File: config.mk
export PLATFORM = sky130hd
export DESIGN_NAME = shift_add_mult
export DESIGN_NICKNAME = d
export VERILOG_FILES = /design/src/rtl/mult_pkg.sv /design/src/rtl/shift_add_mult_rca.sv /design/src/rtl/shift_add_mult.sv
export SDC_FILE = /design/constraint.sdc
export NUM_CORES = 1
export LEC_CHECK = 0
export CORE_ASPECT_RATIO = 1.75
export CORE_MARGIN = 1.5
export CORE_UTILIZATION = 45
export CTS_CLUSTER_SIZE = 14
export DETAILED_ROUTE_END_ITERATION = 7
export GPL_TIMING_DRIVEN = 0
export PLACE_DENSITY = 0.8
export SETUP_SLACK_MARGIN = 0.15
export SLEW_MARGIN = 20
export SYNTH_ARGS = -nofsm -noshare
export SYNTH_HDL_FRONTEND = slang
export SYNTH_SLANG_ARGS = --single-unit
File: constraint.sdc
create_clock -name clk -period 2.2 [get_ports clk]
set_input_delay 0.44 -clock clk [delete_from_list [all_inputs] [get_ports clk]]
set_output_delay 0.44 -clock clk [all_outputs]
set_load 0.005 [all_outputs]
File: src/rtl/mult_pkg.sv
// Shared types for the shift-and-add multiplier: FSM state encoding and counter sizing.
package mult_pkg;

    typedef enum logic [1:0] {
        IDLE = 2'd0,
        RUN  = 2'd1,
        DONE = 2'd2
    } mult_state_t;

    localparam int DEFAULT_WIDTH = 4;
    localparam int CNT_W = $clog2(DEFAULT_WIDTH);

    // Counter width for an arbitrary operand width; never narrower than one bit.
    function automatic int cnt_w(input int width);
        return (width > 2) ? $clog2(width) : 1;
    endfunction

endpackage

File: src/rtl/shift_add_mult_rca.sv
// Parameterised ripple-carry adder (rca_n) built from a chain of full adders.
module rca_n #(
    parameter int WIDTH = 4
) (
    input  logic [WIDTH-1:0] a,
    input  logic [WIDTH-1:0] b,
    input  logic             c_in,
    output logic [WIDTH-1:0] s,
    output logic             c_out
);

    logic [WIDTH:0] carry;

    assign carry[0] = c_in;

    generate
        for (genvar gi = 0; gi < WIDTH; gi++) begin : g_fa
            assign s[gi]       = a[gi] ^ b[gi] ^ carry[gi];
            assign carry[gi+1] = (a[gi] & b[gi]) | (carry[gi] & (a[gi] ^ b[gi]));
        end
    endgenerate

    assign c_out = carry[WIDTH];

endmodule

File: src/rtl/shift_add_mult.sv
// Sequential unsigned WIDTH x WIDTH shift-and-add multiplier with start/busy/done handshake.
// Optional macro MULT_EARLY_EXIT_EN: finish RUN as soon as no multiplier bits remain set.
module shift_add_mult
    import mult_pkg::*;
#(
    parameter int WIDTH = 4
) (
    input  logic                 clk,
    input  logic                 resetn,
    input  logic                 start,
    input  logic [WIDTH-1:0]     multiplicand,
    input  logic [WIDTH-1:0]     multiplier,
    output logic                 busy,
    output logic                 done,
    output logic [2*WIDTH-1:0]   product
);

    localparam int CW = cnt_w(WIDTH);

    mult_state_t        state;
    mult_state_t        state_next;
    logic [CW-1:0]      count;
    logic [WIDTH-1:0]   mcand;
    logic [2*WIDTH-1:0] p;
    logic [2*WIDTH-1:0] p_next;
    logic [2*WIDTH-1:0] p_final;
    logic [WIDTH-1:0]   addend;
    logic [WIDTH-1:0]   sum;
    logic               carry;
    logic               last;

    assign addend = p[0] ? mcand : '0;

    rca_n #(.WIDTH(WIDTH)) u_add (
        .a     (p[2*WIDTH-1:WIDTH]),
        .b     (addend),
        .c_in  (1'b0),
        .s     (sum),
        .c_out (carry)
    );

    // Carry lands in the top bit as the whole register shifts right by one.
    assign p_next = {carry, sum, p[WIDTH-1:1]};

`ifdef MULT_EARLY_EXIT_EN
    logic [CW-1:0]    rem;
    logic [WIDTH-1:0] low_mask;

    // rem = multiplier bits still unconsumed after this cycle's update.
    assign rem      = CW'(WIDTH - 1) - count;
    assign low_mask = ~({WIDTH{1'b1}} << rem);
    assign last     = (p_next[WIDTH-1:0] & low_mask) == '0;
    assign p_final  = p_next >> rem;
`else
    assign last    = (count == CW'(WIDTH - 1));
    assign p_final = p_next;
`endif

    always_comb begin
        state_next = state;
        case (state)
            IDLE:    state_next = start ? RUN : IDLE;
            RUN:     state_next = last ? DONE : RUN;
            DONE:    state_next = start ? RUN : IDLE;
            default: state_next = IDLE;
        endcase
    end

    always_ff @(posedge clk or negedge resetn) begin
        if (!resetn) begin
            state <= IDLE;
        end else begin
            state <= state_next;
        end
    end

    always_ff @(posedge clk or negedge resetn) begin
        if (!resetn) begin
            mcand   <= '0;
            p       <= '0;
            count   <= '0;
            product <= '0;
        end else begin
            case (state)
                IDLE, DONE: begin
                    if (start) begin
                        mcand <= multiplicand;
                        p     <= {{WIDTH{1'b0}}, multiplier};
                        count <= '0;
                    end
                end
                RUN: begin
                    p     <= last ? p_final : p_next;
                    count <= count + 1'b1;
                    if (last) begin
                        product <= p_final;
                    end
                end
                default: ;
            endcase
        end
    end

    assign busy = (state == RUN);
    assign done = (state == DONE);

endmodule
==> results of run 1 <==
through the flow:
step	hold slack [ns]	area, µm²	utilization [%]	total power, µW
floorplan	0.144	1200	-	1430
global placement	0.490	1430	56.5	1720
detailed placement	0.493	1430	56.5	1770
CTS	0.513	1500	59.3	2120
global route	0.192	1490	59.1	2250
finish	0.139	1490	59.1	2090
kinds of logic (layout without fill, tap and decap cells):
group,count (synthesis),after routing,share of synthesized area [%]
muxes,25,25,23.1
adders and majority gates,5,5,7.11
xor gates and xnor gates,1,1,0.732
AOI/OAI and AO/OA,7,7,5.43
DFF,24,24,50.2
buffers and inverters,14,39,5.22
and+or+nand+nor,17,17,8.26
worst max-delay path, stage by stage (launching register included):
cell and delay [ns]:
dfrtp_1 0.36, and2_1 0.13, ha_1 0.13, inv_1 0.05
fa_2 0.33, fa_2 0.34, fa_1 0.51, nand2b_1 0.07
a32o_1 0.25
layout by cell type, fill, tap and decap left out, drive strengths merged:
| cell | netlist | layout |
|---|---|---|
| xnor2 | 1 | 1 |
| buf | 4 | 7 |
| fa | 3 | 3 |
| a21o | 1 | 1 |
| nand3b | 1 | 1 |
| nand2 | 3 | 3 |
| clkdlybuf4s50 | 0 | 18 |
| a32o | 4 | 4 |
| nor2b | 2 | 2 |
| mux2 | 9 | 9 |
| dfrtp | 24 | 24 |
| inv | 10 | 10 |
| ha | 2 | 2 |
| nor2 | 1 | 1 |
| clkbuf | 0 | 4 |
| and2b | 1 | 1 |
| and2 | 1 | 1 |
| a22o | 2 | 2 |
| nand2b | 8 | 8 |
| mux2i | 16 | 16 |
sequential cells by signal, summed over array words and instances, names as in the netlist:
register and count:
mcand 4, state 2, p 8, count 2, product 8
final cells by class:
class | count | area, µm² | area share [%]
Multi-Input combinational cell | 55 | 539 | 36.2
Clock buffer | 4 | 55.1 | 3.69
Buffer | 4 | 25.0 | 1.68
Timing Repair Buffer | 21 | 200 | 13.4
Inverter | 10 | 37.5 | 2.52
Sequential cell | 24 | 601 | 40.3
Tap cell | 26 | 32.5 | 2.18
how the worst max path moves through the flow:
stage | from | to | slack [ns] | depth (start not counted)
after floorplan | p[0]$_DFFE_PN0P_ | p[6]$_DFFE_PN0P_ | -0.05 | 8
after global placement | p[0]$_DFFE_PN0P_ | p[6]$_DFFE_PN0P_ | -0.15 | 8
after detailed placement | p[0]$_DFFE_PN0P_ | p[6]$_DFFE_PN0P_ | -0.18 | 8
after CTS | p[0]$_DFFE_PN0P_ | p[6]$_DFFE_PN0P_ | -0.07 | 8
after global routing | p[0]$_DFFE_PN0P_ | p[6]$_DFFE_PN0P_ | -0.16 | 8
final | p[0]$_DFFE_PN0P_ | p[6]$_DFFE_PN0P_ | -0.09 | 8
cells in the mapped netlist, drive strengths merged:
master	number
nand3b	1
inv	10
nand2	3
a22o	2
ha	2
xnor2	1
nor2b	2
mux2	9
and2b	1
buf	4
and2	1
fa	3
nor2	1
a21o	1
mux2i	16
dfrtp	24
a32o	4
nand2b	8
routing by layer:
layer	vias to the layer above	GRT usage [%]	wire (µm)
li1	361	-	-
met1	378	19.3	863
met2	14	27.1	1090
met3	5	1.01	50
met4	0	9.68	57
met5	-	0	0
timing repair:
action / 4_1_cts / 5_1_grt
resized for setup: 0 / 0
hold endpoints to repair: 0 / 0
endpoints found under the setup margin: 7 / 5
buffers inserted: 2 / 0
report_power, final:
group	switching (µW)	internal, µW	total (µW)
Combinational	392	607	999
Sequential	142	649	791
Clock	137	160	297
==> results.yml, run 1 <==
placement:
  io_buffers: 19
  dp_slack_ns: -0.177
  place_congestion: 0.716
  dp.cells: 138
  dp_hpwl_um: 1560
synthesis:
  avgSynthCellArea_um2: 12.9
  ys_ff_latch: 24
  synth_fp_nets: 109
  seq_area_frac_synth_pct: 50.2
  synth_area_leader_cell: "dfrtp_1"
  syn-cell-area_um2: 1200
  netlist.area_leader.share_pct: 50.2
  ys_types: 20
  netlist_instances: 93
  yosys_warnings: 0
  yosys-top-cells-area: "dfrtp_1 50%, mux2i_1 13%, fa_1 5.0%"
cts:
  cts_tree: "built"
  cts_buffers: 3
  max-clock-path-buffers: 2
  clk_pin_slew_ns: 0.08
  cts.sinks: 24
  cts-root-buf: "clkbuf_8"
  clock_latency_ns: 0.27
  cts_hold_buf: 0
  htreeDepth: 1
worst_setup_path:
  rr_worst_depth: 8
  r2r_end: "p[6]$_DFFE_PN0P_"
  critPathRequiredTime_ns: 2.36
  startpoint_type: "register"
  regToRegStartpoint: "p[0]$_DFFE_PN0P_"
  rrSetupSlack_ns: -0.09
  worst_setup_path_end_kind: "register"
  arrival_ns: 2.45
  path_max_fanout: 2
  path_class: "reg2reg"
cells_and_area:
  fillCellCount: 219
  fin_cells: 144
  area_delta_synth_final_pct: 24.5
  antenna_cells: 0
  final_nets: 135
  layout-drive-gt1-share_pct: 18.6
detailed_routing:
  routed_wl_um: 2060
  ant_nets: 0
  drc_errors: 0
  num_vias: 758
  drtPass1Iterations: 2
  drtIter0Drc: 11
  vias_per_cell: 5.26
  wire_per_inst_um: 14.3
outcome:
  status: "finished, violations left"
  failed_checks: "setup timing"
global_routing:
  grt_max_degree: 25
  grt_pass1_wl_um: 3590
  antenna_found_initial: 0
  grt_usage_pct: 15.9
  grt-ovfl-total: 0
  grt_pass1_vias: 796
power_and_ir_drop:
  power.density_nw_per_um2: 1400
  ir_drop_uv: 763
  p_leak_uw: 0.000707
floorplanning:
  die-area_um2: 2990
  die_w_um: 42.0
  io_pins: 21
  num_rows: 24
  start_util_pct: 47.5
  core-area_um2: 2520
  fp.dieH_um: 71.2
timing:
  finalCritPeriodShare_pct: 104
  setup_violations: 1
  final.setup.worst_slack_ns: -0.0931
  max_freq_ghz: 0.436
  relSlewSlack_pct: 64.8
  drv_slew: 0
  fin_crit_ns: 2.29
  rsz0062_at_grt: "true"
  hold_viol_final: 0
  setup_tns_ns: -0.0931
  clock_skew_ns: 0.00640
  tightestPinTransition_ns: 0.527
worst_hold_path:
  hold_path_class: "in2async"
flow_run:
  drv_cap: 0
Power figures use the tool's default switching activity.
==> run 2, diff against run 1 <==
- PLACE_DENSITY: 0.8 -> 0.77
- SLEW_MARGIN: 20 -> default
- clock period: 2.2 -> 2.5 ns (I/O delays scaled with it)
==> results.yml, run 2 (synthesis gave the netlist of run 1 again) <==
worst_setup_path:
  startpoint_type: "register"
  arrival_ns: 2.48
  path_max_fanout: 2
  worst_setup_path_end_kind: "register"
  critPathRequiredTime_ns: 2.66
  path_class: "reg2reg"
cts:
  cts_tree: "built"
  htreeDepth: 1
  max-clock-path-buffers: 2
  cts-root-buf: "clkbuf_8"
  clock_latency_ns: 0.26
  cts_buffers: 3
  clk_pin_slew_ns: 0.08
  cts.sinks: 24
worst_hold_path:
  hold_path_class: "reg2reg"
cells_and_area:
  design_area_um2: 1470
  reg_top3: "p (8), product (8), mcand (4)"
  area_delta_synth_final_pct: 22.9
  layout_common_cells: "24 x dfrtp_1, 19 x clkdlybuf4s50_1, 16 x mux2i_1, 10 x inv_1, 8 x nand2b_1"
  layout-drive-gt1-share_pct: 15.5
  final_common_cell: "dfrtp_1"
  final_nets: 134
  antenna_cells: 0
  fin_cells: 142
timing:
  max_freq_ghz: 0.431
  setup_violations: 0
  clock_skew_ns: 0.000929
  tightestPinTransition_ns: 1.04
  fin_crit_ns: 2.32
  holdWs_ns: 0.507
  relSlewSlack_pct: 30.7
  hold_viol_final: 0
  finalCritPeriodShare_pct: 92.8
  drv_slew: 0
  setup_tns_ns: 0
  rsz0062_at_grt: "true"
detailed_routing:
  drtIter0Drc: 12
  num_vias: 770
  wire_per_inst_um: 15.5
  drc_errors: 0
  routed_wl_um: 2200
  vias_per_cell: 5.42
  ant_nets: 0
  drtPass1Iterations: 4
power_and_ir_drop:
  p_comb_share_pct: 48.2
  p_int_uw: 1190
  clock_power_share_pct: 12.4
  power.density_nw_per_um2: 1210
  seqPwrFrac_pct: 39.4
  netSwitchingPower_uw: 588
  p_sw_share_pct: 33.0
  p_leak_uw: 0.000695
  ir_drop_uv: 616
placement:
  dp_hpwl_um: 1640
  place_congestion: 0.779
  io_buffers: 19
  placed_cell_area_um2: 1420
  dp.cells: 138
floorplanning:
  start_util_pct: 47.5
  num_rows: 24
  fp.dieH_um: 71.2
  io_pins: 21
  die_w_um: 42.0
  die-area_um2: 2990
  core-area_um2: 2520
global_routing:
  grt_max_degree: 25
  grt_pass1_wl_um: 3820
  antenna_found_initial: 0
  grt-ovfl-total: 0
  grt_pass1_vias: 826
  grt_usage_pct: 17.1
outcome:
  status: "finished, final reports clean"
flow_run:
  drv_cap: 0
## run 2: cell count changes in the layout (fill, tap and decap cells not counted), sizes merged
cell,before,now
clkdlybuf4s50,18,19
clkbuf,4,3
buf,7,5
## run 2: worst max-delay path, stage by stage (launching register included)
cell	delay (ns)
dfrtp_1	0.36
and2_1	0.13
ha_1	0.13
inv_1	0.04
fa_1	0.38
fa_2	0.35
fa_1	0.51
nand2b_1	0.06
a32o_1	0.25
## run 2: through the flow
stage	setup WS [ns]	power [µW]	utilization, %
3_3_place_gp	0.0833	1500	56.3
2_1_floorplan	0.167	1250	-
5_1_grt	0.107	1920	58.3
4_1_cts	0.152	1800	58.2
6_report	0.179	1780	58.3
3_5_place_dp	0.0657	1560	56.3
## run 2: timing repair
item | 4_1_cts | 5_1_grt
hold buffers | 0 | 0
buffers inserted | 1 | 0
pin swaps | 0 | 0
cloned | 0 | 0
setup endpoints to repair | 1 | 1
resized for setup | 0 | 1
## run 2: cell type report
| class | instances | area (µm²) |
|---|---|---|
| Buffer | 4 | 25.0 |
| Sequential cell | 24 | 601 |
| Inverter | 10 | 37.5 |
| Clock buffer | 3 | 41.3 |
| Fill cell | 225 | 1050 |
| Timing Repair Buffer | 20 | 198 |
| Tap cell | 26 | 32.5 |
| Multi-Input combinational cell | 55 | 537 |
## run 2: final timing paths
kind / from / end / slack (ns) / cells past startpoint
min in group asynchronous: resetn / product[2]$_DFFE_PN0P_ / 0.80 / 1
max in group asynchronous: resetn / p[4]$_DFFE_PN0P_ / 1.08 / 1
worst min-delay path: mcand[0]$_DFFE_PN0N_ / mcand[0]$_DFFE_PN0N_ / 0.51 / 1
worst max register to register: p[0]$_DFFE_PN0P_ / p[6]$_DFFE_PN0P_ / 0.18 / 8
worst min register to register: mcand[0]$_DFFE_PN0N_ / mcand[0]$_DFFE_PN0N_ / 0.51 / 1
worst max-delay path: p[0]$_DFFE_PN0P_ / p[6]$_DFFE_PN0P_ / 0.18 / 8
## run 2: layer usage
metal / track usage, % / wire, µm / vias to the layer above
li1: - / - / 359
met1: 20.0 / 842 / 388
met2: 28.6 / 1240 / 18
met3: 3.53 / 64 / 5
met4: 10.0 / 50 / 0
met5: 0 / 0 / -
## run 2: power by group through the flow
stage	sequential, µW	clock, µW	combinational (µW)
5_1_grt	730	240	948
2_1_floorplan	687	0	567
3_5_place_dp	717	0	845
3_3_place_gp	702	0	798
4_1_cts	702	227	870
6_report	702	220	858
==> run 3, diff against run 2 <==
- CTS_CLUSTER_SIZE: 14 -> 20
==> results of run 3 <==
The final DEF is identical to that of run 2; final timing and power are the same.
